File: config.mk
export PLATFORM = sky130hd
export DESIGN_NAME = sinc3_decimator
export DESIGN_NICKNAME = d
export VERILOG_FILES = /design/src/rtl/sinc3_decimator.sv
export SDC_FILE = /design/constraint.sdc
export NUM_CORES = 1
export LEC_CHECK = 0
export CAP_MARGIN = 20
export CORE_ASPECT_RATIO = 2
export CORE_MARGIN = 4
export CORE_UTILIZATION = 70
export CTS_BUF_LIST = sky130_fd_sc_hd__clkbuf_8
export DETAILED_ROUTE_END_ITERATION = 6
export PLACE_DENSITY_LB_ADDON = 0.05
export SLEW_MARGIN = 10
export SYNTH_ARGS = -nofsm -noshare
export SYNTH_HDL_FRONTEND = slang
export SYNTH_SLANG_ARGS = --single-unit
File: constraint.sdc
create_clock -name clock -period 16.92 [get_ports clock]
set_input_delay 2.538 -clock clock [delete_from_list [all_inputs] [get_ports clock]]
set_output_delay 2.538 -clock clock [all_outputs]
set_load 0.01 [all_outputs]
File: src/rtl/sinc3_decimator.sv
// rtl/sinc3_decimator.sv - sinc3 (3rd-order CIC) decimator for a 1-bit sigma-delta stream
module sinc3_decimator #(
  parameter int LOG2_R    = 6,
  parameter int OUT_WIDTH = 24
) (
  input  logic                        clock,
  input  logic                        reset,
  input  logic                        bitstream_in,
  input  logic                        bitstream_valid,
  output logic signed [OUT_WIDTH-1:0] out,
  output logic                        out_valid,
  output logic                        settled
);

  localparam int W = 3*LOG2_R + 2;

  logic signed [W-1:0] s;
  logic signed [W-1:0] i1, i2, i3;
  logic signed [W-1:0] d1, d2, d3;
  logic signed [W-1:0] c1, c2, c3;
  logic signed [W-1:0] comb_q;
  logic [LOG2_R-1:0]   count;
  logic                decim_tick;
  logic                comb_tick;
  logic [1:0]          discard;

  // Bit 1 maps to +1, bit 0 to -1; wrap in the integrators is exact for CIC.
  assign s  = bitstream_in ? {{(W-1){1'b0}}, 1'b1} : {W{1'b1}};

  assign c1 = i3 - d1;
  assign c2 = c1 - d2;
  assign c3 = c2 - d3;

  always_ff @(posedge clock or negedge reset) begin
    if (!reset) begin
      i1         <= '0;
      i2         <= '0;
      i3         <= '0;
      count      <= '0;
      decim_tick <= 1'b0;
    end else begin
      decim_tick <= 1'b0;
      if (bitstream_valid) begin
        i1         <= i1 + s;
        i2         <= i2 + i1;
        i3         <= i3 + i2;
        count      <= count + 1'b1;
        decim_tick <= &count;
      end
    end
  end

  // Combs run at the decimated rate, sampling i3 right after the R-th bit landed.
  always_ff @(posedge clock or negedge reset) begin
    if (!reset) begin
      d1        <= '0;
      d2        <= '0;
      d3        <= '0;
      comb_q    <= '0;
      comb_tick <= 1'b0;
    end else begin
      comb_tick <= decim_tick;
      if (decim_tick) begin
        d1     <= i3;
        d2     <= c1;
        d3     <= c2;
        comb_q <= c3;
      end
    end
  end

  // The first three results are transient (filter still filling) and stay unflagged.
  always_ff @(posedge clock or negedge reset) begin
    if (!reset) begin
      out       <= '0;
      out_valid <= 1'b0;
      settled   <= 1'b0;
      discard   <= '0;
    end else begin
      out_valid <= 1'b0;
      if (comb_tick) begin
        out <= OUT_WIDTH'(comb_q);
        if (discard != 2'd3) begin
          discard <= discard + 2'd1;
        end else begin
          out_valid <= 1'b1;
          settled   <= 1'b1;
        end
      end
    end
  end

endmodule

-- Word level (Yosys, flattened, before mapping)
Index checks and enable logic that the tools add are counted.
- word-level logic and storage cells: 31
- bits in registers: 172
- multiplexer cells: 4
- reductions and logical operators: 3
- bitwise operators: 1
- add/sub/neg operators: 8
- equal/unequal tests: 1
- operators by type and width (kind ; count):
    adder 20 bit ; 3
    subtractor 20 bit ; 3
    two-way mux 20 bit ; 1
    adder 6 x 1 -> 6 bit (second input constant) ; 1
    AND reduction 6 bit ; 1
    AND reduction 2 bit ; 2
    two-way mux 1 bit ; 3
    adder 2 x 1 -> 2 bit (second input constant) ; 1
    inequality test 2 bit (second input constant) ; 1
    inverter 1 bit ; 1

-- Longest topological paths before layout
- word-level depth: 3
- mapped depth: 28
- depth with buffers taken out: 28

-- Worst setup path before layout
No wires, ideal clock.
- path type: register to register
- start point: register i3[0]
- end point: register comb_q[19]
- path slack: 11.515 ns
- cell stages (with the launch flop): 29
- setup time: 0.132 ns
- data required time: 16.788 ns
- clock period less this slack: 5.405 ns
- arrival: 5.273 ns
- cells stage by stage: dfrtp_1 inv_1 ha_1 fa_1 nor2b_1 o21ai_0 a21boi_0 o21a_1 o21ai_0 nand2b_1 a21oi_1 xnor2_1 ha_1 o211ai_1 nor2_1 o21ai_2 nand2_1 a21o_1 a21oi_1 xnor2_1 ha_1 and3_1 a221o_1 and2_4 o31ai_4 or4b_1 o211ai_1 nor4_1 or3b_1
- word-level cells in the longest chain between the ends: 3
- ends and longest elaborated chain (item ; RTL line ; text):
    start: declaration ; 18 ; logic signed [W-1:0] i1, i2, i3;
    start signal: assignment ; 46 ; i3 <= i3 + i2;
    subtractor 20 bit ; 30 ; assign c1 = i3 - d1;
    via c1[8] ; 20 ; logic signed [W-1:0] c1, c2, c3;
    subtractor 20 bit ; 31 ; assign c2 = c1 - d2;
    via c2[11] ; 20 ;
    subtractor 20 bit ; 32 ; assign c3 = c2 - d3;
    end signal: assignment ; 59 ; comb_q <= '0;
    end signal: assignment ; 67 ; comb_q <= c3;
    end: declaration ; 21 ; logic signed [W-1:0] comb_q;
The timed path passes the listed nets, and every way through them passes these cells.
A chain may end at the register's enable or synchronous reset.

-- Worst setup path in the final report
Ends and elaborated chain as after synthesis.

==> impl_results.md <==
- CP max-delay cell: or4b_1
- Synthesized Nets: 1,373
- Async set-or-reset flop fraction in the synthesized netlist: 100.0%
- Max-slew violations: 0
- Worst-skew pair later-pin latency: 470 ps
- # setup viols final: 0
- DP HPWL: 17,270 um
- Number of fill cells: 1,215
- Final Hold Viols: 0
- FF/Latch Area: 4308 sq um
- Clock root buffer: clkbuf_8
- Most common cell after layout, fill and taps aside: dfrtp_1
- PortBufs: 29
- Area delta synth->final: 7.482%
- Most frequent cell on the critical path: ha_1
- Outcome: completed
- Post-Synth Adder-Cell Area: 13.20%
- R2R cell count: 27
- Uppermost routed layer: met4
- Met3 WL: 436 um
- Worst-path maximum fanout: 4
- GPL Wtd Cong: 0.7429
- Vias in the first global route: 9,365
- Commonest non-fill, non-tap cells in the layout: dfrtp_1, ha_1, nand2_1
- Final period util: 35.78%
- CP Launch Type: register
- RSZ-0062 raised after global routing: no
- Avg WL per Cell: 15.66 um
- Met2 routed WL: 13,460 um
- Hold WS: 471.4 ps
- Clk slew on worst S/H paths: 90 ps
- Mux contribution to synthesized area: 7.800%
- Syn Std Cell Area: 11,810 sq um
- CTS tree: done
- Post-Synth Simple-Gate Area: 12.25%
- CTS H-tree depth: 4
- Number of diodes: 0
- Final routed DRC violation total: 0
- Nets: 1,393
- Worst EP arrival: 6400 ps
- Pin count of the biggest net entering global routing: 86
- Clock Skews: 13.27 ps
- First-pass GRT wire length: 40,330 um
- Area of the die: 19,130 sq um
- Wirelength, routed: 23,250 um
- Synth Area in XOR/XNOR: 6.825%
- Util after Layout: 77.22%
- DR vias/cell: 6.114
- Antenna Violating Nets Remaining: 0
- Slew @ Worst Pin: 879.5 ps
- Initial DRC count: 269
- # hold bufs at CTS: 0
- Routed vias: 9,080
- Starting Density: 71.84%
- Post-cts gate resize count: 0
- Multi-input gate area: 6988 sq um
- Met1 Wirelength: 8701 um
- Initial antenna violation count: 0
- CTS Buf Count: 17
- # rows: 66
- Max cap viols: 0
- Total global-route track usage: 25.62%
- Die Ht: 191.7 um
- Ys flop type: dfrtp_1
- Die width: 99.83 um
- Post-Syn Instances: 1,248
- Min Clock Period, post-route: 6054 ps
- Critical path type: register to register
- Compound-Gate Fraction of Synth Area: 19.11%
- EDFF count, synth: 0
- Setup crit end kind: register
- Rel. slew slack: 41.37%
- Setup Fix Bufs, Post-CTS: 0
- Core box area: 16,430 sq um
- I/O pins: 30
- Fmax: 165.2 MHz
- Syn_area_per_cell: 9.460 sq um
- Critical path data required time: 17,260 ps
- CP max stage delay: 460 ps
- HP Class: register to register
- Clock Path Buffers: 2
- Global route overflow: 0
- First-pass detailed-route iteration total: 5
- Yosys reg bits: 172
- Largest family of logic cells by synthesized area: compound AO/OA/AOI/OAI gates
- Cells on Worst Hold Path: 1
- Register area share after synthesis: 36.46%
- Sink Count: 172
- Layout cells sized above 1: 10.85%
- Synth unique cells: 67
- Setup_tns: 0 ps
- Yosys warning total: 0
## synthesized netlist by cell type, drive strengths merged (3+ instances only)
cell type  instances  area share, %
nand3             18           0.76
nor4b              6           0.45
a211oi            10           0.68
nor4               9           0.48
nand2b            10           0.53
o2bb2ai            3           0.22
nor2              39            1.2
o21a              15           0.95
or4                4           0.25
or3               14           0.74
xor2              30            2.2
ha               115             12
nor3              27            1.1
mux2              80            7.6
o21ai            109            4.7
buf               16           0.64
o2111ai            5           0.37
a31oi             12           0.64
o31ai              5           0.48
or4b               3           0.25
and3              18           0.95
nand2            110            3.5
clkbuf            19           0.60
a211o              9           0.67
fa                 6            1.0
or2                4           0.21
xnor2             62            4.6
dfrtp            172             36
a2111oi            4           0.30
o211ai             6           0.38
and2               3           0.18
o21bai            15           0.95
o311ai             3           0.22
nor2b             12           0.64
nand4              9           0.48
or3b               3           0.22
a21oi             89            3.8
inv               98            3.1
a21boi            10           0.67
a21o              45            2.9
## final cells by class
cell class                      instances  share of cell area [%]
Clock inverter                         11                   1.124
Multi-Input combinational cell        943                   55.07
Inverter                               98                   2.899
Timing Repair Buffer                   36                   2.672
Clock buffer                           21                   2.278
Sequential cell                       172                   33.95
Tap cell                              204                   2.011
## per-stage QoR
step | instances | area (sq um) | setup WS (ps)
6_report | 1485 | 12690 | 10870
5_1_grt | 1485 | 12690 | 10500
4_1_cts | 1485 | 12690 | 10850
3_5_place_dp | 1453 | 12260 | 10880
3_3_place_gp | 1453 | 12260 | 11080
2_1_floorplan | 1248 | 11810 | 11520
## cell families after synthesis
| family | count (synthesis) |
|---|---|
| AO/OA/AOI/OAI | 356 |
| AND/OR/NAND/NOR | 292 |
| flip-flops | 172 |
| buffers and inverters | 133 |
| adder cells (fa/ha/maj) | 121 |
| XOR/XNOR | 92 |
| multiplexers | 82 |
## worst paths after layout
kind / start / to / slack (ps)
min: count[5] / count[5] / 470
max: i3[0] / comb_q[19] / 10870
max reg2reg: i3[0] / comb_q[19] / 10870
min in group asynchronous: reset / out[2] / 2000
min reg2reg: count[5] / count[5] / 470
max in group asynchronous: reset / i3[13] / 13700
## critical path: cells and delay by family, from the launching register on
kind            cells  cell delay, ps
compound gates     12            2260
flops               1             380
xor+xnor            2             340
simple gates        8            1620
fa+ha+maj           4            1280
buf+inv             1              60
## layer usage
metal / GRT usage, % / vias to the layer above
li1: - / 4500
met1: 25.25 / 4439
met2: 52.14 / 103
met3: 2.981 / 38
met4: 9.890 / 0
met5: 0 / -
## flip-flops by register name, summed over array words and instances (netlist names)
| signal | count |
|---|---|
| comb_q | 20 |
| comb_tick | 1 |
| count | 6 |
| d1 | 20 |
| d2 | 20 |
| d3 | 20 |
| decim_tick | 1 |
| discard | 2 |
| i1 | 20 |
| i2 | 20 |
| i3 | 20 |
| out | 20 |
| out_valid | 1 |
| settled | 1 |
Power is not shown: default switching activity piles up to over one toggle a cycle in this logic, so the estimate is an artifact.
